`config.mk`:
```
export PLATFORM = sky130hd
export DESIGN_NAME = idex_skid_reg
export DESIGN_NICKNAME = d
export VERILOG_FILES = /design/src/rtl/core_pkg.sv /design/src/rtl/skid_entry_reg.sv /design/src/rtl/idex_skid_reg.sv
export SDC_FILE = /design/constraint.sdc
export NUM_CORES = 1
export LEC_CHECK = 0
export BUFFER_PORTS_ARGS = -buffer_cell sky130_fd_sc_hd__buf_4
export CAP_MARGIN = 40
export CORE_MARGIN = 2
export CORE_UTILIZATION = 35
export CTS_BUF_LIST = sky130_fd_sc_hd__clkbuf_8 sky130_fd_sc_hd__clkbuf_16
export CTS_CLUSTER_SIZE = 20
export DETAILED_ROUTE_END_ITERATION = 10
export SLEW_MARGIN = 10
export SYNTH_ARGS = -nofsm -noshare
export SYNTH_HDL_FRONTEND = slang
export SYNTH_HIERARCHICAL = 1
export SYNTH_SLANG_ARGS = --single-unit
```
`constraint.sdc`:
```
create_clock -name clk -period 2.68 [get_ports clk]
set_input_delay 0 -clock clk [delete_from_list [all_inputs] [get_ports clk]]
set_output_delay 0 -clock clk [all_outputs]
set_load 0.02 [all_outputs]
```
`src/rtl/core_pkg.sv`:
```
// core_pkg: shared ID/EX widths, payload layout, ALU opcodes and stage-state encoding.
package core_pkg;
  localparam int XLEN  = 32;
  localparam int ALU_W = 4;
  localparam int RA_W  = 5;
  typedef struct packed {
    logic             reg_write;
    logic [ALU_W-1:0] alu_ctrl;
    logic [XLEN-1:0]  data1;
    logic [XLEN-1:0]  data2;
    logic [RA_W-1:0]  rd;
  } idex_payload_t;
  typedef enum logic [ALU_W-1:0] {
    ALU_ADD  = 4'h0,
    ALU_SUB  = 4'h1,
    ALU_AND  = 4'h2,
    ALU_OR   = 4'h3,
    ALU_XOR  = 4'h4,
    ALU_SLL  = 4'h5,
    ALU_SRL  = 4'h6,
    ALU_SRA  = 4'h7,
    ALU_SLT  = 4'h8,
    ALU_SLTU = 4'h9
  } alu_op_t;
  typedef enum logic [1:0] {EMPTY, BUSY, FULL} idex_state_t;
endpackage

```
`src/rtl/skid_entry_reg.sv`:
```
// skid_entry_reg: one valid+payload holding register; clear beats load, payload only changes on load.
module skid_entry_reg import core_pkg::*; #(
  parameter type T = idex_payload_t
) (
  input  logic clk,
  input  logic reset,
  input  logic clr,
  input  logic ld,
  input  T     d,
  output logic q_valid,
  output T     q
);
  logic r_valid;
  T     r_data;
  always_ff @(posedge clk or negedge reset) begin
    if (!reset) begin
      r_valid <= 1'b0;
      r_data  <= '0;
    end else begin
      r_valid <= clr ? 1'b0 : (ld ? 1'b1 : r_valid);
      if (ld && !clr) r_data <= d;
    end
  end
  assign q_valid = r_valid;
  assign q       = r_data;
endmodule

```
`src/rtl/idex_skid_reg.sv`:
```
// idex_skid_reg: ID/EX pipeline register with a 2-entry skid buffer, flush and x0 write suppression.
module idex_skid_reg import core_pkg::*; #(
  parameter int XLEN  = core_pkg::XLEN,
  parameter int ALU_W = core_pkg::ALU_W,
  parameter int RA_W  = core_pkg::RA_W
) (
  input  logic             clk,
  input  logic             reset,
  input  logic             flush,
  input  logic             in_valid,
  output logic             in_ready,
  input  logic             reg_write_in,
  input  logic [ALU_W-1:0] alu_ctrl_in,
  input  logic [XLEN-1:0]  data1_in,
  input  logic [XLEN-1:0]  data2_in,
  input  logic [RA_W-1:0]  rd_in,
  output logic             out_valid,
  input  logic             out_ready,
  output logic             reg_write_out,
  output logic [ALU_W-1:0] alu_ctrl_out,
  output logic [XLEN-1:0]  data1_out,
  output logic [XLEN-1:0]  data2_out,
  output logic [RA_W-1:0]  rd_out
);
  typedef struct packed {
    logic             reg_write;
    logic [ALU_W-1:0] alu_ctrl;
    logic [XLEN-1:0]  data1;
    logic [XLEN-1:0]  data2;
    logic [RA_W-1:0]  rd;
  } pl_t;
  pl_t         w_in_pl, w_main_d, w_main_q, w_skid_q;
  logic        w_main_v, w_skid_v, w_accept, w_consume;
  logic        w_ld_main, w_ld_skid, w_clr_main, w_clr_skid, w_main_from_skid;
  logic        r_in_ready;
  idex_state_t w_state, w_nxt;
  assign w_in_pl   = '{reg_write: reg_write_in & (rd_in != '0), alu_ctrl: alu_ctrl_in,
                       data1: data1_in, data2: data2_in, rd: rd_in};
  assign w_main_d  = w_main_from_skid ? w_skid_q : w_in_pl;
  assign w_accept  = in_valid & r_in_ready;
  assign w_consume = w_main_v & out_ready;
  assign w_state   = !w_main_v ? EMPTY : (w_skid_v ? FULL : BUSY);
  always_comb begin
    w_nxt            = w_state;
    w_ld_main        = 1'b0;
    w_ld_skid        = 1'b0;
    w_clr_main       = flush;
    w_clr_skid       = flush;
    w_main_from_skid = 1'b0;
    if (flush) w_nxt = EMPTY;
    else
      case (w_state)
        EMPTY: if (w_accept) begin
          w_ld_main = 1'b1;
          w_nxt     = BUSY;
        end
        BUSY: if (w_accept && !w_consume) begin
          w_ld_skid = 1'b1;
          w_nxt     = FULL;
        end else if (w_accept) w_ld_main = 1'b1;
        else if (w_consume) begin
          w_clr_main = 1'b1;
          w_nxt      = EMPTY;
        end
        FULL: if (w_consume) begin
          w_ld_main        = 1'b1;
          w_main_from_skid = 1'b1;
          w_clr_skid       = 1'b1;
          w_nxt            = BUSY;
        end
        default: w_nxt = EMPTY;
      endcase
  end
  // ready is registered from the next state so out_ready never reaches in_ready combinationally
  always_ff @(posedge clk or negedge reset) begin
    if (!reset) r_in_ready <= 1'b1;
    else        r_in_ready <= (w_nxt != FULL);
  end
  skid_entry_reg #(.T(pl_t)) u_main (
    .clk(clk), .reset(reset), .clr(w_clr_main), .ld(w_ld_main),
    .d(w_main_d), .q_valid(w_main_v), .q(w_main_q)
  );
  skid_entry_reg #(.T(pl_t)) u_skid (
    .clk(clk), .reset(reset), .clr(w_clr_skid), .ld(w_ld_skid),
    .d(w_in_pl), .q_valid(w_skid_v), .q(w_skid_q)
  );
  assign in_ready      = r_in_ready;
  assign out_valid     = w_main_v;
  assign reg_write_out = w_main_v & w_main_q.reg_write;
  assign alu_ctrl_out  = w_main_q.alu_ctrl;
  assign data1_out     = w_main_q.data1;
  assign data2_out     = w_main_q.data2;
  assign rd_out        = w_main_q.rd;
endmodule

```
== After elaboration in Yosys (flattened, before gate mapping) ==
Index checks and enable logic that the tools add are counted.

* Bits of input ports: 79
* Register bits after elaboration: 151
* Logic and storage cells: 59

* Multiplexer cells: 29
* Bitwise operators: 4
* Reduce and logical (&&, ||, !) cells: 10
* Equal/unequal tests: 3

{| class="wikitable"
|+ Operators with widths
! cell !! number
|-
| 74-bit two-way mux || 1
|-
| 1-bit two-way mux || 18
|-
| 2-bit two-way mux || 8
|-
| 2-bit one-hot mux with 3 select lines || 1
|-
| 5-bit nonzero test || 1
|-
| 1-bit bitwise AND || 4
|-
| 2-bit nonzero test || 2
|-
| 1-bit logical AND || 3
|-
| 1-bit zero test || 3
|-
| 1-bit one-hot mux with 3 select lines || 1
|-
| 2-bit by 1-bit equality test with 1-bit output, second input constant || 1
|-
| 2-bit equality test, second input constant || 1
|-
| 2-bit zero test || 1
|-
| 2-bit != test, second input constant || 1
|}

== Longest topological paths before layout ==
Gate-level depths: netlist (run 1).

* Depth after elaboration: 8
* Depth in mapped cells: 6
* Gate-level depth less buffers: 4

== Hierarchy ==
Netlist (run 1), hierarchy kept.

{| class="wikitable"
|+ By module, submodules not included
! module !! cells an instance !! instances !! area each (µm²) !! sequential area each (µm²)
|-
| skid_entry_reg || 160 || 2 || 3104.2 || 1876.8
|-
| idex_skid_reg || 97 || 1 || 1287.5 || 26.3
|}

== Worst setup path before layout (run 1) ==
OpenSTA, ideal clock, no wires.

* Path type: reg-to-reg
* Start point: register u_main.r_valid, in the netlist u_main/q_valid
* End point: register u_skid.r_data (netlist bit u_skid/q[0])
* Path slack: 0.773 ns
* Library setup time: 0.125 ns
* Path buffers: 2
* Clock period less this slack: 1.907 ns
* Required time: 2.555 ns
* Arrival time: 1.782 ns
* Cell stages (with the launch flop): 7
* Cells stage by stage: dfrtp_1 > nand2b_1 > nor4_1 > nor2b_4 > buf_12 > buf_12 > mux2_4

* Longest elaborated chain between the ends: 7

{| class="wikitable"
|+ Ends and longest elaborated chain
! what !! line !! source
|-
| from (decl) || skid_entry_reg.sv:13 || <nowiki>logic r_valid;</nowiki>
|-
| from (signal assigned) || skid_entry_reg.sv:20 || <nowiki>r_valid <= clr ? 1'b0 : (ld ? 1'b1 : r_valid);</nowiki>
|-
| 1-bit bitwise AND || idex_skid_reg.sv:41 || <nowiki>assign w_consume = w_main_v & out_ready;</nowiki>
|-
| 1-bit zero test || idex_skid_reg.sv:57 || <nowiki>BUSY: if (w_accept && !w_consume) begin</nowiki>
|-
| 1-bit logical AND || idex_skid_reg.sv:57 ||
|-
| 1-bit two-way mux || idex_skid_reg.sv:57 ||
|-
| 1-bit two-way mux (*) || idex_skid_reg.sv:52 || <nowiki>case (w_state)</nowiki>
|-
| 1-bit two-way mux (*) || idex_skid_reg.sv:50 || <nowiki>if (flush) w_nxt = EMPTY;</nowiki>
|-
| via w_ld_skid || idex_skid_reg.sv:34 || <nowiki>logic w_ld_main, w_ld_skid, w_clr_main, w_clr_skid, w_main_from_skid;</nowiki>
|-
| 1-bit logical AND (*) || skid_entry_reg.sv:21 || <nowiki>if (ld && !clr) r_data <= d;</nowiki>
|-
| to (signal assigned) || skid_entry_reg.sv:18 || <nowiki>r_data <= '0;</nowiki>
|-
| to (signal assigned) || skid_entry_reg.sv:21 ||
|-
| to (decl) || skid_entry_reg.sv:14 || <nowiki>T r_data;</nowiki>
|}

Mark *: on every way through the listed nets, which the timed path passes. The rest lies on a longest branch.
A chain may end at the register's enable or synchronous reset.

== Worst setup path in the final report (run 1) ==
* Start point: register u_main.r_valid, in the netlist u_main/q_valid
* End point: register u_main.r_data (netlist bit u_main/q[64])

{| class="wikitable"
|+ RTL lines
! what !! line
|-
| 1-bit bitwise AND || idex_skid_reg.sv:41
|-
| 1-bit zero test || idex_skid_reg.sv:57
|-
| 1-bit logical AND || idex_skid_reg.sv:57
|-
| 1-bit two-way mux || idex_skid_reg.sv:57
|-
| 1-bit one-hot mux with 3 select lines (*) || idex_skid_reg.sv:52
|-
| 1-bit two-way mux (*) || idex_skid_reg.sv:50
|-
| via w_ld_main || idex_skid_reg.sv:34
|-
| 1-bit logical AND (*) || skid_entry_reg.sv:21
|-
| to (signal assigned) || skid_entry_reg.sv:18
|-
| to (signal assigned) || skid_entry_reg.sv:21
|-
| to (decl) || skid_entry_reg.sv:14
|}

Marks and branches as above.

==> results of run 1 <==
layout make-up:
type | instances | area (um2) | area share (%)
clock buffer | 18 | 439.2 | 4.333
sequential | 151 | 3780 | 37.29
clock inverter | 14 | 163.9 | 1.617
multi-input combinational | 241 | 3324 | 32.80
timing repair buffer | 239 | 2081 | 20.53
inverter | 1 | 3.754 | 0.03703
tap | 275 | 344.1 | 3.395
critical path, cell delays in order (launching register included):
cell	delay [ns]
sky130_fd_sc_hd__dfrtp_1	0.54
sky130_fd_sc_hd__nand2_1	0.10
sky130_fd_sc_hd__a221oi_1	0.38
sky130_fd_sc_hd__nor2b_4	0.28
sky130_fd_sc_hd__buf_12	0.33
sky130_fd_sc_hd__mux2_2	0.39
power groups by stage:
stage	clock network (mW)	logic [mW]	registers, mW
2_1_floorplan	0	0.781	3.32
5_1_grt	2.63	1.94	3.10
4_1_cts	2.52	1.85	3.04
3_3_place_gp	0	1.72	3.05
3_5_place_dp	0	1.75	3.07
6_report	2.45	1.83	3.04
registers in the layout, indices dropped and copies added, names as in the netlist:
name and cells:
u_main/q 74, u_skid/q 74, in_ready 1, u_main/q_valid 1
u_skid/q_valid 1
layer usage:
metal	routed length, um	share of wire (%)	up-vias	global-route usage, %
li1	-	-	1967	-
met1	6994	46	2156	18.18
met2	7348	48	99	22.14
met3	716	4.7	7	3.848
met4	119	0.78	0	3.726
met5	0	0	-	0
layout by cell type (no fill, tap or decap):
cell type	n
sky130_fd_sc_hd__inv_1	1
sky130_fd_sc_hd__clkbuf_8	1
sky130_fd_sc_hd__bufinv_16	2
sky130_fd_sc_hd__buf_12	7
sky130_fd_sc_hd__buf_6	1
sky130_fd_sc_hd__or3_1	1
sky130_fd_sc_hd__nand2b_1	1
sky130_fd_sc_hd__buf_4	153
sky130_fd_sc_hd__inv_8	1
sky130_fd_sc_hd__clkbuf_16	17
sky130_fd_sc_hd__o21a_1	1
sky130_fd_sc_hd__mux2_2	38
sky130_fd_sc_hd__nor2b_4	2
sky130_fd_sc_hd__dlygate4sd3_1	78
sky130_fd_sc_hd__a21oi_1	1
sky130_fd_sc_hd__nand2_1	2
sky130_fd_sc_hd__nand4b_4	1
sky130_fd_sc_hd__mux2_1	3
sky130_fd_sc_hd__and2_1	1
sky130_fd_sc_hd__or4_1	1
sky130_fd_sc_hd__nor4_1	1
sky130_fd_sc_hd__a221oi_1	1
sky130_fd_sc_hd__a31o_2	2
sky130_fd_sc_hd__dfrtp_1	150
sky130_fd_sc_hd__dfstp_2	1
sky130_fd_sc_hd__mux2_4	181
sky130_fd_sc_hd__clkinv_4	4
sky130_fd_sc_hd__inv_6	4
sky130_fd_sc_hd__clkinvlp_4	3
sky130_fd_sc_hd__nor2_1	4
kinds of logic after synthesis:
group,Yosys count,synth area share [%]
muxes,222,42.41
DFF,151,50.43
buffers and inverters,25,5.224
AOI/OAI and AO/OA,5,0.5175
and+or+nand+nor,14,1.419
timing repair:
item / 4_1_cts / 5_1_grt
buffers inserted: 0 / 0
setup endpoints to repair: 0 / 0
hold buffers: 78 / 0
endpoints found under the hold margin: 218 / 0
worst max path at each step:
stage | start | end | depth (start not counted)
finish | u_main/q_valid | u_main/q[64] | 5
detailed placement | u_main/q_valid | u_main/q[64] | 4
global route | u_main/q_valid | u_main/q[64] | 5
CTS | u_main/q_valid | u_main/q[64] | 5
floorplan | u_main/q_valid | u_skid/q[0] | 6
global placement | u_main/q_valid | u_main/q[45] | 4
==> flow_results.org, run 1 <==
** Setup path
- In this run the critical register-to-register path is launched from u_main/q_valid.
- The worst register-to-register path has a setup slack of 0.52 ns.
- Kind of critical path :: register to register
- In this run the critical register-to-register path is captured at u_main/q[64].
- Worst Setup End Kind :: register
- Crit-path max FO :: 44
- Worst Setup Start Kind :: register
- Data on the critical path is required at its endpoint by 2.98 ns.
- Data arrival time of the critical path :: 2.46 ns
- For the worst flop-to-flop path, the logic depth is 5.

** Clock network
- CTS tree :: done
- In this run the number of H-tree levels came out at 4.
- After clock tree synthesis, the clock-pin slew on the worst setup and hold paths is 0.07 ns.
- CTS saw 151 sinks.
- The tree is rooted in a sky130_fd_sc_hd__clkbuf_16.
- Clock tree synthesis inserted a total of 17 buffers.
- Clock latency on the worst-skew pair, taken at its later pin, is 0.42 ns.
- Max Buffers Root-to-Sink :: 2
- Number of instances resized during post-cts repair :: 0

** Layout
- Post-route cell area :: 0.01014 mm2
- Count of nets after finishing :: 730
- Counting the fill cells in the layout gives 1,791.
- Final instance count without filler cells :: 939
- Cells with a size suffix above 1 make up 62.95% of the layout.
- Post-layout util :: 48.22%
- Antenna diode instance count :: 0
- Synthesis-to-finish area growth :: 35.22%

** Yosys
- The netlist uses 23 different library cells.
- For this run, the leading register cell type out of synthesis is sky130_fd_sc_hd__dfrtp_1.
- After synthesis, the share of flip-flops with an asynchronous set or reset is 100.0%.
- The average instance in the mapped netlist occupies 17.98 um2.
- Post-synthesis cell area :: 0.007496 mm2
- Fraction of post-synthesis cell area in the top cell type by area :: 50.08%
- For this run, the register share of the synthesized area comes to 50.43%.
- After synthesis, the cell types taking the most area are sky130_fd_sc_hd__dfrtp_1, sky130_fd_sc_hd__mux2_4, sky130_fd_sc_hd__mux2_2.
- Top-count cell post-synth :: sky130_fd_sc_hd__mux2_4
- Post-synth top area cell :: sky130_fd_sc_hd__dfrtp_1
- Yosys Warn Count :: 6
- Net count of the mapped netlist :: 496
- Post-synth EDFFs :: 0
- Synthesis produced 417 cells.
- Synth Register Bits :: 151
- Commonest cells in the netlist :: sky130_fd_sc_hd__mux2_4, sky130_fd_sc_hd__dfrtp_1, sky130_fd_sc_hd__mux2_2, sky130_fd_sc_hd__buf_12, sky130_fd_sc_hd__buf_6

** Floorplan
- Initial Utilization :: 35.66%
- Vertical die dimension :: 150.3 um
- The die covers 0.02260 mm2.
- Total core area :: 0.02102 mm2
- After floorplanning, the core was divided into 53 placement rows.
- Die width :: 150.3 um
- Io pins :: 155

** Detailed routing
- Count of unresolved DRC violations after routing :: 0
- Average via count per standard cell :: 4.504
- After detailed routing, the average wire length per cell comes to 16.16 um.
- Wire length after detailed routing :: 15,180 um
- First-pass iteration count of the detailed router :: 4
- The first routing iteration left 108 violations.
- Antenna-violating nets left :: 0
- Vias :: 4,229

** STA
- Highest Clock Rate :: 463.5 MHz
- The worst pin sits at a relative slew slack of 55.36%.
- Final period utilization :: 80.50%
- Once routing completed, OpenROAD measured the worst setup slack at 0.5226 ns.
- Hold Worst Slack :: 0.07601 ns
- Final setup violation count :: 0
- Final slew viol count :: 0
- Transition time at the pin with the least slew margin :: 0.6696 ns
- Clock skew on the completed layout was measured at 0.009708 ns.
- RSZ-0062 raised after global routing :: no
- Summed over all failing endpoints, the final setup total negative slack is 0 ns.
- After layout, the minimum clock period comes to 2.157 ns.
- The number of endpoints with negative hold slack in the final report is 0.

** Worst hold path
- The tightest min-delay check is of the input pin to register type.
- Hold Path Origin :: in_valid
- The worst hold path passes through 5 cells.
- Hold Path Sink :: u_skid/q_valid

** Placed design
- Final estimated routing congestion in global placement :: 0.6757
- Cell Count Post-Placement :: 829
- The placed instances occupy a cell area of 0.008752 mm2.
- Total of buffers placed on input and output ports :: 154
- Detailed placer's ending HPWL :: 9401 um
- Timing analysis after detailed placement gives a worst setup slack of 0.5477 ns.

** Pwr
- The clock network accounts for 33.4% of the total power.
- Cell Int Power :: 5.288 mW
- Share of total power in combinational logic :: 25.0%
- P_leak :: 4.963 nW
- Sequential share of power :: 41.6%
- In this run the power spent charging and discharging nets is 2.027 mW.
- Power comes to 7.315 mW.
- Power density cells :: 721.7 mW/mm2
- Switching power as a share of total power :: 27.71%
- VDD IR max :: 0.0004029 V

** GRT
- Total global-route track usage :: 13.74%
- First-pass GRT wire length :: 24,240 um
- The via count of the first global-routing pass came to 4,635.
- Initial antenna violation count :: 0
- Pin count of the biggest net entering global routing :: 83
- Summed over all layers, the global routing overflow is 0.

** Status
- The flow ran to the end, and the final reports show no timing, DRC or antenna violations.

** Run
- The tool flagged a number of max-cap violations equal to 0.
Note: power is estimated with default switching activity, not from simulation.
==> inputs of run 2 (changes only) <==
--- a/config.mk
+++ b/config.mk
@@ -5,6 +5,7 @@
 export SDC_FILE = /design/constraint.sdc
 export NUM_CORES = 1
 export LEC_CHECK = 0
+export ABC_AREA = 1
 export BUFFER_PORTS_ARGS = -buffer_cell sky130_fd_sc_hd__buf_4
 export CAP_MARGIN = 40
 export CORE_MARGIN = 2
==> constraint.sdc (replaced) <==
create_clock -name clk -period 1.77 [get_ports clk]
set_input_delay 0 -clock clk [delete_from_list [all_inputs] [get_ports clk]]
set_output_delay 0 -clock clk [all_outputs]
set_load 0.02 [all_outputs]
==> flow_results.org, run 2 <==
** Clock network
- The number of clock buffers added by TritonCTS is 17.
- Insertion delay to the later sink of the worst-skew pair :: 0.42 ns
- Count of H-tree levels built during CTS :: 4
- CTS clk-pin slew, worst paths :: 0.06 ns
- Max Buffers Root-to-Sink :: 2
- CTS placed an instance of sky130_fd_sc_hd__clkbuf_16 at the clock tree root.
- CTS tree :: done
- Once the clock tree was built, the setup fixing pass inserted 0 buffers.
- Clock net sink count :: 151

** Pwr
- Sequential share of power :: 42.5%
- Power density cells :: 1122 mW/mm2
- Switching power as a share of total power :: 30.49%
- Net switching power :: 3.413 mW
- P_leak :: 5.410 nW
- VDD IR max :: 0.0006145 V
- Overall power consumption :: 11.19 mW
- Fraction of power consumed by the clock network :: 33.8%
- Combinational logic burns 23.7% of the power.
- Cell Int Power :: 7.779 mW

** GRT
- The via count of the first global-routing pass was 6,589.
- Pin count of the biggest net entering global routing :: 58
- First-pass GRT wire length :: 34,220 um
- For this run, the total global-route usage over all layers was measured as 19.66%.
- After global routing the overflow that remains totals 0.
- The number of antenna violations at the first check in global routing came to 0.

** Detailed routing
- The first routing iteration left 423 violations.
- After detailed routing, the number of remaining DRC violations is 0.
- Wire length after detailed routing :: 20,730 um
- In this run the remaining antenna-violating nets after routing total 0.
- Average via count per standard cell :: 4.759
- For this run, the detailed router's first-pass iteration total came to 5.
- For this block, the via count after detailed routing is 6,686.
- DR WL/cell :: 14.75 um

** Layout
- Antenna diode instance count :: 0
- Count of nets after finishing :: 1,202
- From synthesis to final layout, the design area changed by 38.50%.
- The finished cells cover 0.009978 mm2.
- Share of layout cells above drive strength 1 :: 19.91%
- Most used cells in the layout excluding fill and tap cells :: sky130_fd_sc_hd__nand2_1, sky130_fd_sc_hd__nand3_1, sky130_fd_sc_hd__buf_4, sky130_fd_sc_hd__dfrtp_1, sky130_fd_sc_hd__dlygate4sd3_1
- Leaving out fill and tap cells, the most frequent cell in the layout is sky130_fd_sc_hd__nand2_1.

** Yosys
- FFs w/ async S/R, synth :: 100.0%
- Fraction of post-synthesis cell area in the top cell type by area :: 52.10%
- Synthesis instantiated 20 different standard cells from the library.
- Synth Register Bits :: 151
- By area, the combinational part of the netlist is dominated by simple AND/OR/NAND/NOR gates.
- The synthesized netlist devotes 0.3126% of its cell area to compound gates.
- Arithmetic-cell share of the synthesized area counting full adders, half adders and majority gates :: 0%
- In this run the cell area of the synthesized design comes to 0.007204 mm2.
- The most used flip-flop cell after synthesis is sky130_fd_sc_hd__dfrtp_1.
- A synthesized cell averages 7.814 um2.
- Top-count cell post-synth :: sky130_fd_sc_hd__nand2_1
- The synthesized design spends more area on one cell type than any other, namely sky130_fd_sc_hd__dfrtp_1.
- Counting every net in the synthesized netlist gives 1,001.
- Measured against the total synthesized area, the mux share comes to 0%.
- Post-synthesis share of cell area spent on xor and xnor gates :: 0%
- After synthesis, the cell types taking the most area are sky130_fd_sc_hd__dfrtp_1, sky130_fd_sc_hd__nand2_1, sky130_fd_sc_hd__nand3_1.
- The commonest cells after synthesis are sky130_fd_sc_hd__nand2_1, sky130_fd_sc_hd__nand3_1, sky130_fd_sc_hd__dfrtp_1, sky130_fd_sc_hd__buf_2, sky130_fd_sc_hd__buf_4.
- Counting every instance in the synthesized netlist gives 922.
- Post-synth EDFFs :: 0
- Post-synthesis share of cell area spent on and, or, nand and nor gates :: 40.64%
- For this run, the register share of the synthesized area comes to 52.47%.
- Yosys Warn Count :: 6

** STA
- Highest Clock Rate :: 605.1 MHz
- Fin Clk Skew :: 0.008447 ns
- The number of slew-limit violations in the final report came to 0.
- Remaining max-slew budget at the tightest pin :: 52.21%
- Final period utilization :: 93.37%
- Transition time at the pin with the least slew margin :: 0.7169 ns
- Setup total negative slack on the finished layout was measured at 0 ns.
- Subtracting the final worst setup slack from the clock period gives 1.653 ns.
- Final number of hold-violating endpoints :: 0
- Final setup violation count :: 0
- The tightest hold path in the finished design has a slack of 0.09853 ns.

** Floorplan
- Io pins :: 155
- After floorplanning, the core was divided into 52 placement rows.
- After floorplanning, the core was sized to cover 0.02023 mm2.
- Floorplan die area :: 0.02175 mm2
- Vertical die dimension :: 147.5 um
- The floorplan step set the die width to 147.5 um.
- The initial utilization of the core area, before any placement, comes to 35.60%.

** Worst hold path
- Hold WC Path Type :: input pin to async pin

** Placed design
- Total of buffers placed on input and output ports :: 154
- Detailed placer's ending HPWL :: 12,450 um
- The congestion estimate from routability-driven global placement came to 0.7590.
- Area post-placement :: 0.008583 mm2

** Setup path
- In this run the register-to-register setup slack is 0.12 ns.
- The worst setup path is captured at a register.
- Data arrives at the worst endpoint at 1.95 ns.
- The worst setup path is of the register to register kind.
- STA classifies the critical path startpoint as a register.
- Crit-path max FO :: 30
- For the worst setup path, the data required time is 2.07 ns.

** Status
- The run finished with clean final reports.

** Run
- Across the run, the number of max-cap violations was 0.
==> run 2: area by class of cell <==
type                       count  area (um2)
multi-input combinational    692        2974
fill                        1998       10260
timing repair buffer         254        2248
clock buffer                  17       425.4
tap                          270       337.8
clock inverter                14       185.2
sequential                   151        3780
inverter                       7       27.53
==> run 2: final timing paths <==
kind / depth (start not counted) / to / start
max in group asynchronous: 3 / in_ready / reset
max: 6 / u_skid/q[44] / in_ready
max reg2reg: 6 / u_skid/q[44] / in_ready
min reg2reg: 2 / u_skid/q[15] / u_skid/q[15]
min: 2 / u_skid/q[69] / reset
min in group clk: 6 / u_skid/q_valid / flush
==> run 2: stage by stage <==
| step | util, % | cells | setup WS, ns |
|---|---|---|---|
| 2_1_floorplan | - | 922 | 0.1798 |
| 3_3_place_gp | 42.42 | 1297 | 0.1154 |
| 3_5_place_dp | 42.42 | 1297 | 0.08875 |
| 4_1_cts | 49.25 | 1405 | 0.07032 |
| 5_1_grt | 49.31 | 1405 | -0.001868 |
| 6_report | 49.31 | 1405 | 0.1173 |
==> run 2: worst max-delay path: stages (launching register included) <==
cell,delay (ns)
sky130_fd_sc_hd__dfstp_2,0.52
sky130_fd_sc_hd__nand2_1,0.13
sky130_fd_sc_hd__nor3_4,0.35
sky130_fd_sc_hd__nand2_2,0.12
sky130_fd_sc_hd__buf_4,0.26
sky130_fd_sc_hd__nand2_1,0.09
sky130_fd_sc_hd__nand2_1,0.06
==> run 2: kinds of logic (layout without fill, tap and decap cells) <==
| family | after synthesis | after routing |
|---|---|---|
| flops | 151 | 151 |
| simple gates | 688 | 688 |
| compound gates | 4 | 4 |
| buf+inv | 79 | 292 |
==> run 2: metal layers <==
metal	vias up	wire length, um	track usage [%]
met2	195	9699	32.36
met5	-	0	0
met1	3122	9692	26.68
met4	0	241	4.808
li1	3349	-	-
met3	20	1093	4.136
==> run 2: power groups by stage <==
stage	sequential, mW	clock [mW]	combinational, mW
after floorplan	5.26	0	0.846
after global placement	4.79	0	2.49
after detailed placement	4.80	0	2.54
after CTS	4.76	3.87	2.68
after global routing	4.87	4.03	2.92
final	4.76	3.78	2.65
==> run 2: what timing repair did <==
item	in CTS	in global routing
hold endpoints to repair	293	0
hold buffers	77	0
resized for setup	0	3
setup endpoints to repair	0	74
==> inputs of run 3 (changes only) <==
--- a/config.mk
+++ b/config.mk
@@ -8,7 +8,7 @@
 export ABC_AREA = 1
 export BUFFER_PORTS_ARGS = -buffer_cell sky130_fd_sc_hd__buf_4
 export CAP_MARGIN = 40
-export CORE_MARGIN = 2
+export CORE_ASPECT_RATIO = 1.25
 export CORE_UTILIZATION = 35
 export CTS_BUF_LIST = sky130_fd_sc_hd__clkbuf_8 sky130_fd_sc_hd__clkbuf_16
 export CTS_CLUSTER_SIZE = 20
==> flow_results.org, run 3 (same netlist as run 2, synthesis figures left out) <==
** Status
- The flow ran to the end, and the final reports show no timing, DRC or antenna violations.

** Floorplan
- Total core area :: 0.02017 mm2
- Initial Utilization :: 35.71%
- Vertical die dimension :: 162.4 um
- Row generation in the floorplan step produced 58 rows.
- Measured along the x axis, the die boundary spans 130.3 um.
- 155 I/O pins were placed.
- The floorplan step defined a die boundary enclosing 0.02117 mm2.

** GRT
- First-pass GRT wire length :: 33,260 um
- The total overflow left after global routing is 0.
- Global routing consumed, over all layers together, 20.12% of the routing resources.
- Initial antenna violation count :: 0
- Pin count of the biggest net entering global routing :: 56
- Vias in the first global route :: 6,551

** Layout
- Final instance count without filler cells :: 1,410
- From synthesis to final layout, the design area changed by 37.34%.
- After filler insertion, the fill cell instance count of the layout stands at 2,013.
- The number of antenna diodes in the final layout is 0.
- Most used cells in the layout excluding fill and tap cells :: sky130_fd_sc_hd__nand2_1, sky130_fd_sc_hd__nand3_1, sky130_fd_sc_hd__buf_4, sky130_fd_sc_hd__dfrtp_1, sky130_fd_sc_hd__dlygate4sd3_1
- In the final layout, flip-flops and latches occupy 0.003780 mm2.
- The library cell used most frequently in the layout, excluding fill and tap cells, is sky130_fd_sc_hd__nand2_1.
- Share of layout cells above drive strength 1 :: 20.26%
- Combined area of the multi-input logic cells :: 0.002968 mm2
- The finished cells cover 0.009894 mm2.
- In the final design database the tool counted 1,206 nets.

** STA
- For the pin with the worst max-slew slack, the measured transition is 0.5627 ns.
- Setup repair after global routing could not meet its margin everywhere.
- Final Critical Period :: 1.634 ns
- In this run the tightest slew margin relative to its limit is 62.49%.
- Setup violations remaining at the end of the flow were counted as 0.
- Highest Clock Rate :: 612.1 MHz
- Hold is met by 0.1318 ns.
- For the final database, setup skew stands at 0.006084 ns.
- The number of slew-limit violations in the final report came to 0.
- The number of endpoints with negative hold slack in the final report is 0.
- The worst path uses 92.31% of the clock period.

** Pwr
- P_leak :: 5.388 nW
- Power density cells :: 1092 mW/mm2
- VDD IR max :: 0.0006315 V

** Placed design
- Total of buffers placed on input and output ports :: 154
- In this run, placement finished with an instance count of 1,300.
- The congestion estimate from routability-driven global placement came to 0.7510.
- Area post-placement :: 0.008554 mm2
- Detailed placer's ending HPWL :: 12,590 um

** Setup path
- Worst Setup End Kind :: register
- The setup check on the worst reg-to-reg path leaves a slack of 0.14 ns.
- Along the worst path, the maximum fanout reaches 25.
- Required arrival time at the worst endpoint :: 2.13 ns
- STA classifies the critical path startpoint as a register.
- Kind of critical path :: register to register
- The worst register-to-register path begins at in_ready.
- End of the worst register-to-register path :: u_main/q[23]
- Cells on worst reg2reg path :: 6
- Data on the critical path arrives at its endpoint at 1.99 ns.

** Detailed routing
- In the routed design, unresolved DRC markers number 0.
- Vias :: 6,722
- Dividing the detail-routed via count by the number of cells gives 4.767.
- First-pass iteration count of the detailed router :: 5
- Violation count after the first detailed-route iteration :: 484
- The routed design has 20,250 um of wire.
- DR WL/cell :: 14.36 um
- The count of nets left with antenna violations once routing finished came out at 0.

** Clock network
- The H-tree was split into 4 levels.
- Number of instances resized during post-cts repair :: 0
- The number of clock buffers added by TritonCTS is 17.
- Buffers inserted during post-CTS setup optimization :: 0
- The cell sitting at the root of the clock tree is a sky130_fd_sc_hd__clkbuf_16.
- The longest clock path from root to sink contains 2 buffers.
- Clock net sink count :: 151
- CTS clk-pin slew, worst paths :: 0.06 ns
- CTS tree :: done
- At the later pin of the worst-skew pair, clock insertion delay measures 0.42 ns.

** Worst hold path
- In this run the worst hold path is classified as input pin to async pin.

** Run
- The tool flagged a number of max-cap violations equal to 0.
[run 3: cell types whose count changed in the layout (fill, tap and decap cells not counted), sizes merged]
cell,previous run,this run
buf,177,180
bufinv,4,1
clkbuf,17,19
clkinv,4,6
dlygate4sd3,77,78
[run 3: per-stage QoR]
stage               worst slack [ns]  setup TNS, ns  util [%]  total power, mW
finish                        0.1362              0     49.04            10.81
CTS                           0.1349              0     49.04            10.94
detailed placement            0.1476              0     42.40            7.316
floorplan                     0.1798              0         -            6.102
global placement              0.2006              0     42.40            7.264
global route                -0.02499       -0.03583     49.04            11.43
[run 3: final cells by class]
class / instances / area share (%)
sequential: 151 / 38.20
multi-input combinational: 692 / 29.99
timing repair buffer: 258 / 22.47
clock buffer: 19 / 4.578
tap: 270 / 3.414
clock inverter: 13 / 1.075
inverter: 7 / 0.2656
[run 3: metal layers]
metal / GRT usage (%) / routed length (um) / part of all wire (%)
met2: 32.93 / 9742 / 48
met5: 0 / 0 / 0
met3: 2.858 / 919 / 4.5
met1: 26.71 / 9357 / 46
met4: 7.770 / 232 / 1.1
[run 3: critical path: stages (launching register included)]
cell,delay (ns)
sky130_fd_sc_hd__dfstp_2,0.52
sky130_fd_sc_hd__nand2_1,0.10
sky130_fd_sc_hd__o21a_1,0.22
sky130_fd_sc_hd__nor2_4,0.16
sky130_fd_sc_hd__buf_4,0.32
sky130_fd_sc_hd__nand3_1,0.14
sky130_fd_sc_hd__nand2_1,0.09
[run 3: where the power goes]
part,leakage [nW],internal (mW),total (mW),switching [mW]
Sequential,1.94,4.28,4.75,0.467
Clock,0.272,1.99,3.43,1.43
Combinational,3.17,1.15,2.63,1.48
[run 3: repair_timing]
| item | 4_1_cts | 5_1_grt |
|---|---|---|
| endpoints found under the setup margin | 0 | 4 |
| hold endpoints to repair | 207 | 0 |
| hold buffers | 78 | 0 |
[run 3: how the worst max path moves through the flow]
| stage | start | endpoint | slack [ns] | cells after the start |
|---|---|---|---|---|
| after floorplan | in_ready | u_skid/q[63] | 0.18 | 7 |
| after global placement | in_ready | u_main/q[38] | 0.20 | 7 |
| after detailed placement | in_ready | u_main/q[32] | 0.15 | 6 |
| after CTS | in_ready | u_main/q[32] | 0.13 | 6 |
| after global routing | in_ready | u_skid/q[27] | -0.02 | 5 |
| final | in_ready | u_main/q[23] | 0.14 | 6 |
